[config.mk]
export PLATFORM = sky130hd
export DESIGN_NAME = rbm_gibbs_engine
export DESIGN_NICKNAME = d
export VERILOG_FILES = /design/src/rtl/rbm_gibbs_engine.sv
export SDC_FILE = /design/constraint.sdc
export NUM_CORES = 1
export LEC_CHECK = 0
export CAP_MARGIN = 20
export CORE_AREA = 2 2 511 513
export CTS_BUF_LIST = sky130_fd_sc_hd__clkbuf_16
export DETAILED_ROUTE_END_ITERATION = 8
export DIE_AREA = 0 0 513 515
export GPL_ROUTABILITY_DRIVEN = 0
export SYNTH_ARGS = -nofsm -noshare
export SYNTH_HDL_FRONTEND = slang
export SYNTH_SLANG_ARGS = --single-unit
[constraint.sdc]
create_clock -name clock -period 13.7 [get_ports clock]
set_clock_uncertainty 0.15 [all_clocks]
set_input_delay 1.37 -clock clock [delete_from_list [all_inputs] [get_ports clock]]
set_output_delay 1.37 -clock clock [all_outputs]
set_load 0.005 [all_outputs]
[src/rtl/rbm_gibbs_engine.sv]
`default_nettype none
// ============================================================================
// Module      : rbm_gibbs_engine
// Description : Restricted-Boltzmann-machine Gibbs sampler. Each iteration
//               samples H_DIM hidden units from the image, then OUT_DIM class
//               units from the hidden vector, and accumulates saturating
//               per-class vote counters. Optional argmax of the votes is
//               enabled by defining RBM_ARGMAX_EN.
// Revision    : 1.0 - initial release
// ============================================================================
module rbm_gibbs_engine #(
    parameter int          IN_DIM    = 15,
    parameter int          H_DIM     = 5,
    parameter int          OUT_DIM   = 2,
    parameter int          IN_W      = 12,
    parameter int          PROB_W    = 8,
    parameter int          SIG_SHIFT = 2,
    parameter int          ACC_W     = 12,
    parameter int          ITER_W    = 16,
    parameter logic [15:0] SEED      = 16'hACE1
) (
    input  logic                            clock,
    input  logic                            reset,
    input  logic                            start,
    input  logic [ITER_W-1:0]               n_iter_i,
    input  logic [IN_DIM*IN_W-1:0]          image_i,
    input  logic [IN_DIM*H_DIM*IN_W-1:0]    h_weight_i,
    input  logic [H_DIM*IN_W-1:0]           h_bias_i,
    input  logic [H_DIM*OUT_DIM*IN_W-1:0]   c_weight_i,
    input  logic [OUT_DIM*IN_W-1:0]         c_bias_i,
    output logic                            busy,
    output logic                            done,
    output logic [OUT_DIM*ACC_W-1:0]        votes_o,
    output logic [$clog2(OUT_DIM)-1:0]      class_o
);
    // Accumulator wide enough for IN_DIM products plus a bias without overflow
    localparam int C_SUM_W = 2*IN_W + $clog2(IN_DIM+H_DIM+1);
    localparam int C_IW    = (IN_DIM > 1) ? $clog2(IN_DIM) : 1;
    localparam int C_JW    = (H_DIM > 1) ? $clog2(H_DIM) : 1;
    localparam int C_KW    = $clog2(OUT_DIM);
    localparam logic signed [C_SUM_W-1:0] C_HALF = C_SUM_W'(2**(PROB_W-1));
    localparam logic signed [C_SUM_W-1:0] C_FULL = C_SUM_W'(2**PROB_W);

    typedef enum logic [2:0] {
        S_IDLE  = 3'd0,
        S_H_ACC = 3'd1,
        S_H_SMP = 3'd2,
        S_C_ACC = 3'd3,
        S_C_SMP = 3'd4,
        S_FIN   = 3'd5
    } state_t;

    state_t                      r_state;
    logic signed [C_SUM_W-1:0]   r_acc;
    logic [C_IW-1:0]             r_i;
    logic [C_JW-1:0]             r_j;
    logic [C_KW-1:0]             r_k;
    logic [ITER_W-1:0]           r_iter;
    logic [ITER_W-1:0]           r_n_iter;
    logic [H_DIM-1:0]            r_h;
    logic [15:0]                 r_lfsr;
    logic [OUT_DIM*ACC_W-1:0]    r_votes;
    logic                        r_busy;
    logic                        r_done;

    logic signed [IN_W-1:0]      w_img;
    logic signed [IN_W-1:0]      w_hw;
    logic signed [IN_W-1:0]      w_cw;
    logic signed [2*IN_W-1:0]    w_prod;
    logic signed [C_SUM_W-1:0]   w_shr;
    logic signed [C_SUM_W-1:0]   w_off;
    logic [PROB_W:0]             w_p;
    logic                        w_bit;
    logic [15:0]                 w_lfsr_nxt;
    logic [ACC_W-1:0]            w_vote_cur;
    logic [C_JW-1:0]             w_jn;
    logic [C_KW-1:0]             w_kn;

    function automatic logic signed [C_SUM_W-1:0] f_sext(input logic signed [IN_W-1:0] v);
        return {{(C_SUM_W-IN_W){v[IN_W-1]}}, v};
    endfunction

    // Operand selection straight from the caller-held arrays
    assign w_img  = image_i[r_i*IN_W +: IN_W];
    assign w_hw   = h_weight_i[(r_i*H_DIM + r_j)*IN_W +: IN_W];
    assign w_cw   = c_weight_i[(r_j*OUT_DIM + r_k)*IN_W +: IN_W];
    assign w_prod = w_img * w_hw;

    // Next-bias indices are clamped so no select ever reaches past the array
    assign w_jn = (r_j == C_JW'(H_DIM-1))   ? '0 : r_j + 1'b1;
    assign w_kn = (r_k == C_KW'(OUT_DIM-1)) ? '0 : r_k + 1'b1;

    // Piecewise-linear sigmoid: shifted sum centred on half scale, clamped to [0, 2^PROB_W]
    assign w_shr = r_acc >>> SIG_SHIFT;
    assign w_off = w_shr + C_HALF;
    always_comb begin
        if (w_off[C_SUM_W-1])      w_p = '0;
        else if (w_off > C_FULL)   w_p = C_FULL[PROB_W:0];
        else                       w_p = w_off[PROB_W:0];
    end
    assign w_bit = ({1'b0, r_lfsr[PROB_W-1:0]} < w_p);

    // Fibonacci LFSR, taps 16,14,13,11, shifting toward bit 0
    assign w_lfsr_nxt = {r_lfsr[0] ^ r_lfsr[2] ^ r_lfsr[3] ^ r_lfsr[5], r_lfsr[15:1]};

    assign w_vote_cur = r_votes[r_k*ACC_W +: ACC_W];

    // Sequencer: accumulate, sample, vote; all outputs registered here
    always_ff @(posedge clock) begin
        if (reset) begin
            r_state  <= S_IDLE;
            r_acc    <= '0;
            r_i      <= '0;
            r_j      <= '0;
            r_k      <= '0;
            r_iter   <= '0;
            r_n_iter <= '0;
            r_h      <= '0;
            r_lfsr   <= SEED;
            r_votes  <= '0;
            r_busy   <= 1'b0;
            r_done   <= 1'b0;
        end else begin
            case (r_state)
                S_IDLE: begin
                    if (start) begin
                        r_n_iter <= n_iter_i;
                        r_votes  <= '0;
                        r_acc    <= f_sext(h_bias_i[0 +: IN_W]);
                        r_i      <= '0;
                        r_j      <= '0;
                        r_k      <= '0;
                        r_iter   <= '0;
                        if (n_iter_i == '0) begin
                            r_state <= S_FIN;
                            r_done  <= 1'b1;
                        end else begin
                            r_state <= S_H_ACC;
                            r_busy  <= 1'b1;
                        end
                    end
                end
                S_H_ACC: begin
                    r_acc <= r_acc + {{(C_SUM_W-2*IN_W){w_prod[2*IN_W-1]}}, w_prod};
                    if (r_i == C_IW'(IN_DIM-1)) begin
                        r_i     <= '0;
                        r_state <= S_H_SMP;
                    end else begin
                        r_i <= r_i + 1'b1;
                    end
                end
                S_H_SMP: begin
                    r_h[r_j] <= w_bit;
                    r_lfsr   <= w_lfsr_nxt;
                    r_j      <= w_jn;
                    if (r_j == C_JW'(H_DIM-1)) begin
                        r_k     <= '0;
                        r_acc   <= f_sext(c_bias_i[0 +: IN_W]);
                        r_state <= S_C_ACC;
                    end else begin
                        r_acc   <= f_sext(h_bias_i[w_jn*IN_W +: IN_W]);
                        r_state <= S_H_ACC;
                    end
                end
                S_C_ACC: begin
                    if (r_h[r_j]) r_acc <= r_acc + f_sext(w_cw);
                    r_j <= w_jn;
                    if (r_j == C_JW'(H_DIM-1)) r_state <= S_C_SMP;
                end
                S_C_SMP: begin
                    r_lfsr <= w_lfsr_nxt;
                    if (w_bit && (w_vote_cur != {ACC_W{1'b1}}))
                        r_votes[r_k*ACC_W +: ACC_W] <= w_vote_cur + 1'b1;
                    r_k <= w_kn;
                    if (r_k == C_KW'(OUT_DIM-1)) begin
                        if (r_iter == r_n_iter - 1'b1) begin
                            r_state <= S_FIN;
                            r_busy  <= 1'b0;
                            r_done  <= 1'b1;
                        end else begin
                            r_iter  <= r_iter + 1'b1;
                            r_acc   <= f_sext(h_bias_i[0 +: IN_W]);
                            r_state <= S_H_ACC;
                        end
                    end else begin
                        r_acc   <= f_sext(c_bias_i[w_kn*IN_W +: IN_W]);
                        r_state <= S_C_ACC;
                    end
                end
                S_FIN: begin
                    r_done  <= 1'b0;
                    r_state <= S_IDLE;
                end
                default: begin
                    r_busy  <= 1'b0;
                    r_done  <= 1'b0;
                    r_state <= S_IDLE;
                end
            endcase
        end
    end

    assign busy    = r_busy;
    assign done    = r_done;
    assign votes_o = r_votes;

`ifdef RBM_ARGMAX_EN
    logic [ACC_W-1:0] w_best_val;
    logic [C_KW-1:0]  w_best_idx;

    // Argmax over the vote counters; strict compare keeps the lowest index on ties
    always_comb begin
        w_best_val = r_votes[0 +: ACC_W];
        w_best_idx = '0;
        for (int k = 1; k < OUT_DIM; k++) begin
            if (r_votes[k*ACC_W +: ACC_W] > w_best_val) begin
                w_best_val = r_votes[k*ACC_W +: ACC_W];
                w_best_idx = C_KW'(k);
            end
        end
    end
    assign class_o = w_best_idx;
`else
    assign class_o = '0;
`endif

endmodule
`default_nettype wire
# == Word level (Yosys, flattened, before mapping) ==
# Index checks and enable logic that the tools add are counted.
# word_totals
regBits,119
# classes
bitwise_logic,5
shift,8
n_eq_ne,21
mul,8
n_mux,49
magnitude_cmp,4
n_reduce_logical,23
add_sub_neg,12
# op_table
cell,n
indexed part select 900 x 13 -> 12 bit,1
indexed part select 180 x 9 -> 12 bit,1
2-to-1 mux 29 bit,5
case mux 29 bit (5 select lines),1
indexed part select 120 x 10 -> 12 bit,1
indexed part select 60 x 8 -> 12 bit,1
2-to-1 mux 16 bit,3
2-to-1 mux 24 bit,2
case mux 24 bit (2 select lines),1
indexed part select 24 x 6 -> 12 bit,2
negator 5 -> 34 bit,1
variable shift 12 x 34 -> 24 bit (first input constant),1
indexed part select 12 x 34 -> 24 bit,1
case mux 16 bit (2 select lines),1
adder 29 x 12 -> 29 bit,1
adder 29 bit,1
adder 27 x 9 -> 28 bit (second input constant),1
> comparator 28 x 10 -> 1 bit (second input constant),1
bitwise mux 24 bit,1
multiplier 12 x 12 -> 24 bit,1
2-to-1 mux 3 bit,8
inequality test 2 bit (second input constant),11
2-to-1 mux 9 bit,2
adder 16 x 1 -> 16 bit (second input constant),1
other kinds (48),80

# == Logic depth before layout (Yosys ltp) ==
# Gate-level depths: netlist (run 1).
# logic_depth
ltp_word,8
ltp_mapped,45

# == Worst setup path before layout (run 1) ==
# Ideal clock, no wire load.
# synth_path
path_kind,flip-flop to flip-flop
startpoint,register r_i[0]
endpoint,register r_acc[26]
required_ns,13.471
arrival_ns,10.117
setup_ns,0.079
stages_incl_launch_ff,41
path_buffers,2
slack_ns,3.354
period_less_slack_ns,10.346
path_cell_list,dfxtp_1 > ha_1 > ha_1 > inv_1 > fa_1 > xor2_1 > buf_2 > mux4_2 > nand2_1 > nand3_1 > a32o_1 > buf_2 > nand2_1 > inv_1 > fa_1 > inv_1 > fa_1 > fa_1 > [5 not listed] > ha_1 > o21a_1 > o21a_1 > o22ai_1 > o311a_1 > a2111oi_0 > nor3_1 > o21a_1 > or2_2 > ha_1 > a21o_1 > nor2_1 > o2111ai_1 > a31o_2 > a21oi_1 > xnor2_1 > a21oi_1 > a211oi_2
# synth_via
elab_chain_cells,7
elab_cells_between_ends,9
# synth_lines
element,line_no,text
start: declaration,55,logic [C_IW-1:0] r_i;
start signal: assignment,149,r_i <= r_i + 1'b1;
multiplier 4 x 3 -> 7 bit,85,assign w_hw = h_weight_i[(r_i*H_DIM + r_j)*IN_W +: IN_W];
adder 7 x 3 -> 8 bit,85,
multiplier 8 x 2 -> 10 bit,85,
indexed part select 900 x 13 -> 12 bit,85,
multiplier 12 x 12 -> 24 bit *,87,assign w_prod = w_img * w_hw;
adder 29 bit *,144,"r_acc <= r_acc + {{(C_SUM_W-2*IN_W){w_prod[2*IN_W-1]}}, w_prod};"
case mux 29 bit (5 select lines) *,124,case (r_state)
end signal: assignment,129,r_acc <= f_sext(h_bias_i[0 +: IN_W]);
end signal: assignment,144,
end signal: assignment,158,r_acc <= f_sext(c_bias_i[0 +: IN_W]);
end: declaration,54,logic signed [C_SUM_W-1:0] r_acc;
# Mark *: on every way between the ends. The rest lies on a longest branch, timed or not.
# A chain may end at the register's enable or synchronous reset.

# == Worst setup path after layout (run 1) ==
# layout_path
startpoint,register r_i[0]
endpoint,register r_acc[28]
# Same word-level chain as after synthesis.

==> metrics.txt, run 1 <==
vias in the first global route=just under 30000; area delta synth->final=71.2%; crit path buf inv count=6; Hold-fix buffers, CTS=0; core area=approximately 260000 um^2; initial antenna violation count=between 100 and 150; top_reg_cell synth=dfxtp_1; Post-synth ARST share=0; Non-Filler Instances=7390; most frequent cells in the layout=1327 x clkdlybuf4s50_1, 338 x mux4_2, 324 x nand2_1, 236 x inv_1, 214 x nor2_1; final setup fails=0; leading cell type in the layout, fill and taps excluded=clkdlybuf4s50_1; worst r2r dst=r_acc[28]; largest net degree at the start of global routing=58; Worst EP required=approximately 14000 ps; period utilization=0.899; Period minus WS final=between 10000 and 15000 ps; synthesized area=between 20000 and 30000 um^2; Synth Net Count=roughly 4300; Die Span Y=~500 um; die area=about 260000 um^2; H-tree depth=4; CTS Root Cell=clkbuf_16; register area share after synthesis=0.0937; WP data arrival=12490 ps; Top delay family on crit path=adder cells; final core utilization=0.168; num rows=187; GR Util All Layers=0.141; distinct cell type count after synthesis=between 80 and 90; Clock Pin Slew Worst Setup and Hold Paths=~70 ps; origin of the critical flop-to-flop path=r_i[0]; most area-hungry cell type in the Yosys netlist=mux4_2; Hold Crit Depth=2; synthesized area per cell=9.37 um^2; Slew HR=0.309; Yosys reg bits=119; clk sink count=119; Least-Margin Pin Slew=1030 ps; Detailed Place HPWL=about 170000 um; WL final=196000 um; CTS buffer count=17; DR DRC count=0; critical path peak fanout=20; Post-CTS Resized=0; area fraction of the dominant cell type after synthesis=0.299; insertion delay to the later sink of the worst-skew pair=between 400 and 500 ps; unrepaired setup endpoints after global routing=no; R2R Setup Slk=roughly 1400 ps; WL/cell=roughly 26 um; max-slew violations=0; Nets=between 5000 and 6000; I/O Buffers=1328; number of post-CTS setup repair buffers=0; most used cell, CP=inv_1; DP Cell Count=around 7300; initial core utilization=0.0984; yosys warns=0; max cap viols=0; register area=approximately 2400 um^2; first-pass GRT wire length=between 200000 and 300000 um; Max Clock Freq=0.0812 GHz; number of routed nets with antenna violations=0; Post-synth EDFFs=0; die width=about 510 um; startpoint types=flop; hold crit path type=flop to flop; hold path endpoint=r_lfsr[8]; Pre-antenna DRT Iters=5; status=finished, final reports clean; GRT overflow=0; layout cells sized above 1=0.121; clock buffer depth=2; drt via density=roughly 4; Setup Crit Path Kind=flop to flop; Slowest-stage cell, CP=xor2_4; filler cell count=between 20000 and 30000; multi-input logic area=~21000 um^2; final setup TNS=0 ps; CP max stage delay=slightly above 700 ps; final hold violations=0; r2r worst-path depth=39; synth top area cells=mux4_2 30%, fa_1 11%, dfxtp_1 9.4%; CP endpoint kind=flop; Hold Path Origin=r_lfsr[8]; CTS tree=done; vias=just under 30000; IO Pins=1330; initial DRC count=around 2400; Cells after Synth=roughly 2700
==> synth_stat cells (all sizes together) (7+ instances only) <==
library cell,count
mux4,338
a32o,9
a211oi,21
a22oi,10
clkbuf,122
inv,236
dfxtp,119
o21a,21
or3,13
o31ai,8
fa,142
and2,26
a21oi,138
ha,134
o21bai,9
and3,17
a211o,9
a22o,38
xnor2,77
nand4,12
or2,8
nand2,324
nor2,216
a221oi,27
nand2b,32
nor3,49
nor4,23
nor2b,19
a21o,29
a31oi,19
o22ai,15
o211ai,15
o21ai,85
o221ai,7
nand3,66
buf,70
mux2i,79
xor2,49
==> logic make-up (layout without fill, tap and decap cells) <==
logic type                 after synthesis  after routing  share of synthesized area
AOI/OAI and AO/OA                      510            510                      0.136
xor gates and xnor gates               126            126                     0.0434
adders and majority gates              276            276                      0.178
buffers and inverters                  430           1654                     0.0669
DFF                                    119            119                     0.0937
muxes                                  422            422                      0.333
other                                    1             51                   0.000147
and+or+nand+nor                        830            830                      0.149
==> area by class of cell <==
type / count / share of cell area
flip-flops and latches: 119 / 0.0550
inverters: 238 / 0.0205
repair buffers: 1385 / 0.317
diodes: 50 / 0.00287
multi-input cells: 2165 / 0.493
clock inverters: 14 / 0.00351
clock buffers: 17 / 0.00977
well taps: 3402 / 0.0977
==> flip-flops by register name (all words and copies together), names as in the netlist <==
name and cells:
busy 1, r_h 5, r_i 4, r_j 3, r_lfsr 16, r_n_iter 16
r_acc 29, r_k 1, done 1, r_iter 16, r_state 3, votes_o 24
==> worst max path at each step <==
stage | from | endpoint | slack (ps) | cells past startpoint
floorplan | r_i[0] | r_acc[26] | 3350 | 40
global placement | r_i[0] | r_acc[28] | 1070 | 39
detailed placement | r_i[0] | r_acc[28] | 1390 | 39
CTS | r_i[0] | r_acc[28] | 1350 | 39
global route | r_i[0] | r_acc[28] | 480 | 39
finish | r_i[0] | r_acc[28] | 1390 | 39
==> through the flow <==
stage / area (um^2) / hold WS, ps / setup WS, ps
4_1_cts: 43400 / 308 / 1350
5_1_grt: 43500 / 316 / 479
6_report: 43500 / 310 / 1390
2_1_floorplan: 25400 / 282 / 3350
3_5_place_dp: 42800 / 295 / 1390
3_3_place_gp: 42800 / 289 / 1070
==> worst reg2reg max path: cells and delay by family (launching register included) <==
| kind | cells | cell delay (ps) |
|---|---|---|
| AOI/OAI and AO/OA | 13 | 3890 |
| xor gates and xnor gates | 2 | 930 |
| adders and majority gates | 10 | 4390 |
| buffers and inverters | 6 | 470 |
| DFF | 1 | 660 |
| and+or+nand+nor | 8 | 1730 |
==> routing by layer <==
metal  wire [um]  GRT usage
met1       73500      0.162
met2       97300      0.248
met3       15200     0.0344
met4        9400     0.0607
met5         233          0
Power of run 1 is left out: the tool's default activity adds up to more than one toggle a clock period on the data nets, which glitch-free logic cannot reach.
==> inputs of run 2 (changes only) <==
--- a/config.mk
+++ b/config.mk
@@ -6,11 +6,14 @@
 export NUM_CORES = 1
 export LEC_CHECK = 0
 export CAP_MARGIN = 20
-export CORE_AREA = 2 2 511 513
+export CELL_PAD_IN_SITES_DETAIL_PLACEMENT = 1
+export CELL_PAD_IN_SITES_GLOBAL_PLACEMENT = 1
+export CORE_AREA = 2 2 514 516
 export CTS_BUF_LIST = sky130_fd_sc_hd__clkbuf_16
 export DETAILED_ROUTE_END_ITERATION = 8
-export DIE_AREA = 0 0 513 515
+export DIE_AREA = 0 0 516 518
 export GPL_ROUTABILITY_DRIVEN = 0
+export PLACE_DENSITY_LB_ADDON = 0.1
 export SYNTH_ARGS = -nofsm -noshare
 export SYNTH_HDL_FRONTEND = slang
 export SYNTH_SLANG_ARGS = --single-unit
==> metrics.txt, run 2 (synthesized netlist as in run 1, its figures left out) <==
status=finished, final reports clean (unchanged); num rows=188 (was 187); number of post-CTS setup repair buffers=0 (unchanged); Pre-antenna DRT Iters=5 (unchanged); r2r worst-path depth=38 (was 39); met1 WL=85200 um (was 73500 um); Max Clock Freq=0.0801 GHz (was 0.0812 GHz); I/O Buffers=1328 (unchanged); WL met3=10400 um (was 15200 um); Post-CTS Resized=0 (unchanged); WL final=215000 um (was 196000 um); Nets=5514 (was 5505); final setup TNS=0 ps (unchanged); Least-Margin Pin Slew=1090 ps (was 1030 ps); leading cell type in the layout, fill and taps excluded=clkdlybuf4s50_1 (unchanged); Clock Pin Slew Worst Setup and Hold Paths=70 ps (about the same); Hold-fix buffers, CTS=0 (unchanged); hold_ws=305 ps (was 310 ps); vias in the first global route=31400 (was 29700); layout cells sized above 1=0.123 (was 0.121); number of routed nets with antenna violations=0 (unchanged); Detailed Place HPWL=190000 um (was 174000 um); Hold Crit Depth=2 (unchanged); CP endpoint kind=flop (unchanged); WL met2=117000 um (was 97300 um); initial core utilization=0.0972 (was 0.0984); most frequent cells in the layout=1327 x clkdlybuf4s50_1, 338 x mux4_2, 324 x nand2_1, 236 x inv_1, 214 x nor2_1 (unchanged); Worst EP required=13910 ps (was 13870 ps); H-tree depth=4 (unchanged); insertion delay to the later sink of the worst-skew pair=490 ps (was 440 ps); critical path peak fanout=30 (was 20); hold crit path type=flop to flop (unchanged); IO Pins=1330 (unchanged); die width=516 um (was 513 um); Top delay family on crit path=adder cells (unchanged); Period minus WS final=12480 ps (was 12310 ps); WP data arrival=12690 ps (was 12490 ps); area delta synth->final=71.8% (was 71.2%); period utilization=0.911 (was 0.899); core area=262000 um^2 (was 259000 um^2); initial antenna violation count=69 (was 128); vias=27700 (was 29100); clock buffer depth=2 (unchanged); Die Span Y=518 um (was 515 um); clk sink count=119 (unchanged); max-slew violations=0 (unchanged); WL/cell=28.7 um (was 26.5 um); Slowest-stage cell, CP=fa_4 (was xor2_4); CTS tree=done (unchanged); Slew HR=0.269 (was 0.309); die area=267000 um^2 (was 264000 um^2); CTS Root Cell=clkbuf_16 (unchanged); CP max stage delay=1170 ps (was 720 ps); max FFs per register=29 (unchanged); initial DRC count=1164 (was 2409); Top Layer Used=met5 (unchanged); final hold violations=0 (unchanged); crit path buf inv count=6 (unchanged); Cell Area, Placed=43100 um^2 (was 42800 um^2); Setup Crit Path Kind=flop to flop (unchanged); final setup fails=0 (unchanged); critical path depth=38 (was 39); fin area=43700 um^2 (was 43500 um^2); largest net degree at the start of global routing=71 (was 58); Biggest register=r_acc (unchanged); DR DRC count=0 (unchanged); CTS buffer count=17 (unchanged); startpoint types=flop (unchanged); drt via density=3.71 (was 3.94); first-pass GRT wire length=286000 um (was 256000 um); unrepaired setup endpoints after global routing=no (unchanged); max cap viols=0 (unchanged); filler cell count=30500 (was 28600); GRT overflow=0 (unchanged); GR Util All Layers=0.157 (was 0.141)
[run 2: changes by cell type in the layout (fill, tap and decap cells not counted), moves of 3 or more]
cell        before  now
diode_2         50   17
buf_4           48   55
clkinvlp_4       6    2
inv_6            3    7
buf_12           7   10
[run 2: worst paths after layout]
| kind | startpoint | end | slack, ps |
|---|---|---|---|
| max reg2reg | r_i[0] | r_acc[28] | 1220 |
| min | r_lfsr[14] | r_lfsr[14] | 310 |
| min reg2reg | r_lfsr[14] | r_lfsr[14] | 310 |
| max | r_i[0] | r_acc[28] | 1220 |
[run 2: final cells by class]
cell class | count | area, um^2 | area share
tap | 3515 | 4400 | 0.101
antenna | 17 | 42.5 | 0.000973
sequential | 119 | 2400 | 0.0548
inverter | 238 | 893 | 0.0204
multi-input combinational | 2165 | 21500 | 0.491
timing repair buffer | 1394 | 13900 | 0.318
clock inverter | 15 | 155 | 0.00355
clock buffer | 17 | 425 | 0.00973
[run 2: per-stage QoR]
stage	worst slack (ps)	cells	util
5_1_grt	411	7470	0.167
4_1_cts	953	7462	0.167
2_1_floorplan	3350	2714	-
6_report	1220	7480	0.167
3_5_place_dp	947	7430	0.165
3_3_place_gp	875	7428	0.165
[run 2: routing by layer]
layer  vias to the layer above  track usage
met1                     14300        0.180
met3                       123       0.0322
met4                        30       0.0159
li1                      12500            -
met5                         -            0
met2                       755        0.303
[run 2: worst register-to-register path: cells and delay by family (launching register included)]
| family | cells | cell delay, ps |
|---|---|---|
| buffers and inverters | 6 | 760 |
| AOI/OAI and AO/OA | 14 | 3430 |
| and+or+nand+nor | 6 | 2040 |
| xor gates and xnor gates | 1 | 190 |
| adders and majority gates | 10 | 4880 |
| muxes | 1 | 380 |
| DFF | 1 | 570 |
Power of run 2 is left out for the same reason.
